### config.mk
export PLATFORM = sky130hd
export DESIGN_NAME = mul_pipe_unit
export DESIGN_NICKNAME = d
export VERILOG_FILES = /design/src/rtl/mul_pipe_unit.sv
export SDC_FILE = /design/constraint.sdc
export NUM_CORES = 2
export LEC_CHECK = 0
export ABC_AREA = 1
export BUFFER_PORTS_ARGS = -buffer_cell sky130_fd_sc_hd__buf_2
export CORE_ASPECT_RATIO = 0.6
export CORE_MARGIN = 5
export CORE_UTILIZATION = 45
export DETAILED_ROUTE_END_ITERATION = 10
export HOLD_SLACK_MARGIN = 0.1
export SLEW_MARGIN = 15
export SYNTH_ARGS = -nofsm -noshare
export SYNTH_HDL_FRONTEND = slang
export SYNTH_SLANG_ARGS = --single-unit
### constraint.sdc
create_clock -name clk -period 15.6 [get_ports clk]
set_clock_uncertainty 0.15 [all_clocks]
set_input_delay 2.34 -clock clk [delete_from_list [all_inputs] [get_ports clk]]
set_output_delay 2.34 -clock clk [all_outputs]
set_load 0.03 [all_outputs]
### src/rtl/mul_pipe_unit.sv
// Pipelined RV M-extension multiplier (MUL/MULH/MULHSU/MULHU) with tag passthrough, STAGES cycles of latency.
// Global stall: all stages hold while out_valid && !out_ready, so in_ready drops in the same cycle; flush clears every stage.
module mul_pipe_unit #(
    parameter int XLEN   = 32,
    parameter int STAGES = 3,
    parameter int TAG_W  = 5
) (
    input  logic             clk,
    input  logic             reset,
    input  logic             flush,
    input  logic             in_valid,
    output logic             in_ready,
    input  logic [2:0]       in_funct3,
    input  logic [XLEN-1:0]  in_a,
    input  logic [XLEN-1:0]  in_b,
    input  logic [TAG_W-1:0] in_tag,
    output logic             out_valid,
    input  logic             out_ready,
    output logic [XLEN-1:0]  out_result,
    output logic [TAG_W-1:0] out_tag,
    output logic             busy
);

    localparam int PW = 2 * XLEN;

    typedef enum logic [1:0] {
        SEL_LO   = 2'd0,
        SEL_HI   = 2'd1,
        SEL_ZERO = 2'd2
    } sel_t;

    logic             advance;
    logic             accept;
    logic             sign_a;
    logic             sign_b;
    logic [PW-1:0]    a_wide;
    logic [PW-1:0]    b_wide;
    logic [PW-1:0]    prod;
    sel_t             sel_in;

    logic [STAGES-1:0] vld;
    logic [TAG_W-1:0]  tag_q  [STAGES];
    sel_t              sel_q  [STAGES];
    logic [PW-1:0]     prod_q [STAGES];

    assign advance = !out_valid || out_ready;
    assign in_ready = advance && !reset;
    assign accept = in_valid && in_ready && !flush;

    // Widening straight to 2*XLEN with the chosen extension gives the same low
    // 2*XLEN bits as the signed (XLEN+1)x(XLEN+1) product.
    always_comb begin
        sign_a = (in_funct3 == 3'b001) || (in_funct3 == 3'b010);
        sign_b = (in_funct3 == 3'b001);
        a_wide = {{XLEN{sign_a & in_a[XLEN-1]}}, in_a};
        b_wide = {{XLEN{sign_b & in_b[XLEN-1]}}, in_b};
        prod   = a_wide * b_wide;
        if (in_funct3[2]) begin
            sel_in = SEL_ZERO;
        end else if (in_funct3[1:0] == 2'b00) begin
            sel_in = SEL_LO;
        end else begin
            sel_in = SEL_HI;
        end
    end

    always_ff @(posedge clk or posedge reset) begin
        if (reset) begin
            vld <= '0;
            for (int i = 0; i < STAGES; i++) begin
                tag_q[i]  <= '0;
                sel_q[i]  <= SEL_LO;
                prod_q[i] <= '0;
            end
        end else begin
            if (flush) begin
                vld <= '0;
            end else if (advance) begin
                vld[0] <= accept;
                for (int i = 1; i < STAGES; i++) begin
                    vld[i] <= vld[i-1];
                end
            end
            // Data only moves on advance so a stalled output stays stable.
            if (advance) begin
                if (accept) begin
                    tag_q[0]  <= in_tag;
                    sel_q[0]  <= sel_in;
                    prod_q[0] <= prod;
                end
                for (int i = 1; i < STAGES; i++) begin
                    tag_q[i]  <= tag_q[i-1];
                    sel_q[i]  <= sel_q[i-1];
                    prod_q[i] <= prod_q[i-1];
                end
            end
        end
    end

    always_comb begin
        out_result = '0;
        case (sel_q[STAGES-1])
            SEL_LO:  out_result = prod_q[STAGES-1][XLEN-1:0];
            SEL_HI:  out_result = prod_q[STAGES-1][PW-1:XLEN];
            default: out_result = '0;
        endcase
    end

    assign out_valid = vld[STAGES-1];
    assign out_tag   = tag_q[STAGES-1];
    assign busy      = |vld;

endmodule

==> metrics.yaml <==
timing:
  setup_violations: 0
  maxSlewHeadroom_pct: 24.36
  slew_viol_final: 0
  fin_hold_ws_ns: 0.3125
  max_freq_mhz: 90.92
  worst_pin_slew_ns: 1.135
  fin_tns_setup_ns: 0
  fin_crit_sh_pct: 70.50
  rsz0062_at_grt: "no"
  finalHoldViolations: 0
  layout_min_cycle_time_ns: 11.00
detailed_routing:
  wl_per_cell_um: 19.29
  first_pass_iters: 6
  ant_nets: 0
  drc: 0
  routed_via_density: 5.053
  drt-total-wl_um: 140300
  drt_iter0_drc: 3015
  num_vias: 36740
critical_path:
  max_stage_delay_ns: 0.66
  critPathLaunch: "in_a[31]"
  r2r-end: "prod_q[153]"
  crit_path_end_kind: "flip-flop"
  r2r_start: "vld[2]"
  crit_fanout: 34
  reg2regPathDepth: 9
  cp-start-kind: "input pin"
  cpMaxStageDelayCell: "fa_1"
  rrSetupSlack_ns: 12.37
  endpoint: "prod_q[184]"
  worstSetupPathType: "in -> reg"
  cp.required_ns: 15.86
  arrival_ns: 11.26
logic_synthesis:
  yosysWarnings: 0
  async_flop_share_pct: 100.0
  yosys_register_bits: 216
  avgSynthCellArea_um2: 8.079
  synth_area_mm2: 0.04839
  synth_edf_count: 0
  synth_flop_cell: "dfrtp_1"
  syn_nets: 7404
  ys_seq_area_share_pct: 11.17
  ys_types: 38
  synthCells: 5990
final_layout:
  drive_gt1_share_pct: 4.156
  area_growth_pct: 4.194
  diodes: 0
  final.fill_count: 10660
  nNetsFinal: 7249
  regArea_mm2: 0.005405
  multi_input_area_mm2: 0.03540
clocking:
  post_cts_resized: 0
  cts_root_buf: "clkbuf_16"
  clock-sinks: 216
  clock_latency_ns: 0.52
  hold_buffers: 0
  htree_num_levels: 1
  cts_tree: "yes"
  clk_path_buf_depth: 3
  cts.clk_slew.worst_paths_ns: 0.08
  cts_made_buffers: 20
  cts_setup_buffers: 0
outcome:
  outcome: "complete, no violations"
min_path:
  hold_class: "reg -> reg"
placement:
  dp_hpwl_um: 114300
  gp_congestion: 0.9321
  io_buffers: 116
grt:
  grt_max_degree: 140
  antenna_found_initial: 4
  grt_pass1_wl_um: 227800
  grt-ovfl-total: 0
  grtUsageTotal_pct: 25.45
  grt_pass1_vias: 39010
floorplan:
  die_x_um: 433.4
  dieArea_mm2: 0.1144
  core-area_mm2: 0.1071
  die_h_um: 264.0
  start_util_pct: 45.20
  io_pins: 117
  rows: 93
flow_run:
  drv_cap: 0
[cells in the final DEF (no fill, tap or decap), drive strengths merged]
master	synthesis	layout
inv	1689	1688
nand2	1643	1643
fa	1125	1125
o21ai	228	228
dfrtp	216	216
ha	212	212
nor2	185	185
nand3	179	179
buf	29	146
a21oi	88	88
clkbuf	294	28
nand4	22	22
xnor2	19	19
xor2	10	10
or2	10	10
nor3	8	8
o21bai	8	8
nor4	7	7
a21o	5	5
clkinv	1	5
o21a	4	4
a31oi	3	3
a21boi	3	3
nand3b	2	2
bufinv	0	2
clkinvlp	0	1
[final cells by class]
| cell class | count | share of cell area, % |
|---|---|---|
| clock buffer | 28 | 1.132 |
| sequential | 216 | 10.72 |
| clock inverter | 6 | 0.2010 |
| tap | 1425 | 3.536 |
| multi-input combinational | 3761 | 70.21 |
| timing repair buffer | 146 | 1.598 |
| inverter | 1690 | 12.60 |
[cell usage after synthesis (10+ instances only)]
master	n	area, um^2
o21ai_1	38	190.2
nand2_1	1635	6137
clkbuf_1	294	1104
nor2_2	17	106.4
xor2_1	10	87.58
dfrtp_1	216	5405
fa_1	1125	22520
ha_1	212	2653
xnor2_1	19	166.4
nor2_1	167	626.9
nand4_1	22	137.6
a21oi_1	83	415.4
inv_2	10	37.54
nand3_1	174	870.8
buf_2	17	85.08
o21ai_0	187	935.9
inv_1	1679	6302
[sequential cells by signal, indices dropped and copies added, names as in the netlist]
register / count
prod_q: 192
tag_q: 10
sel_q: 6
out_tag: 5
vld: 3
[per-stage QoR]
stage	cell area (um^2)	cells	utilization, %	setup WS [ns]
global route	50420	7272	47.10	3.904
finish	50420	7272	47.10	4.602
floorplan	48390	5990	-	5.940
CTS	50420	7272	47.10	4.657
detailed placement	49750	7238	46.47	4.118
global placement	49750	7238	46.47	4.274
[cells by family after synthesis]
group / Yosys count / synth area share (%)
AND/OR/NAND/NOR: 2056 / 16.89
buffers and inverters: 2013 / 15.70
adder cells (fa/ha/maj): 1337 / 52.02
AO/OA/AOI/OAI: 339 / 3.695
flip-flops: 216 / 11.17
XOR/XNOR: 29 / 0.5249
[per-layer routing]
layer	GRT usage, %	part of all wire, %
met1	41.19	49
met2	37.22	42
met5	0	0.0093
met3	3.505	8.3
met4	3.166	1.2
[worst min-delay path by stage]
stage	cells past startpoint	endpoint	startpoint	slack, ns
after floorplan	2	prod_q[23]	prod_q[87]	0.29
after global placement	2	prod_q[46]	prod_q[110]	0.30
after detailed placement	2	prod_q[25]	prod_q[89]	0.31
after CTS	2	prod_q[55]	prod_q[119]	0.32
after global routing	2	prod_q[25]	prod_q[89]	0.35
final	2	prod_q[55]	prod_q[119]	0.31
[worst max-delay path, delay by kind of cell]
| kind | cells | cell delay (ns) |
|---|---|---|
| fa+ha+maj | 9 | 4.54 |
| simple gates | 11 | 2.29 |
| buf+inv | 10 | 2.05 |
Power is not shown: default switching activity piles up to over one toggle a cycle in this logic, so the estimate is an artifact.
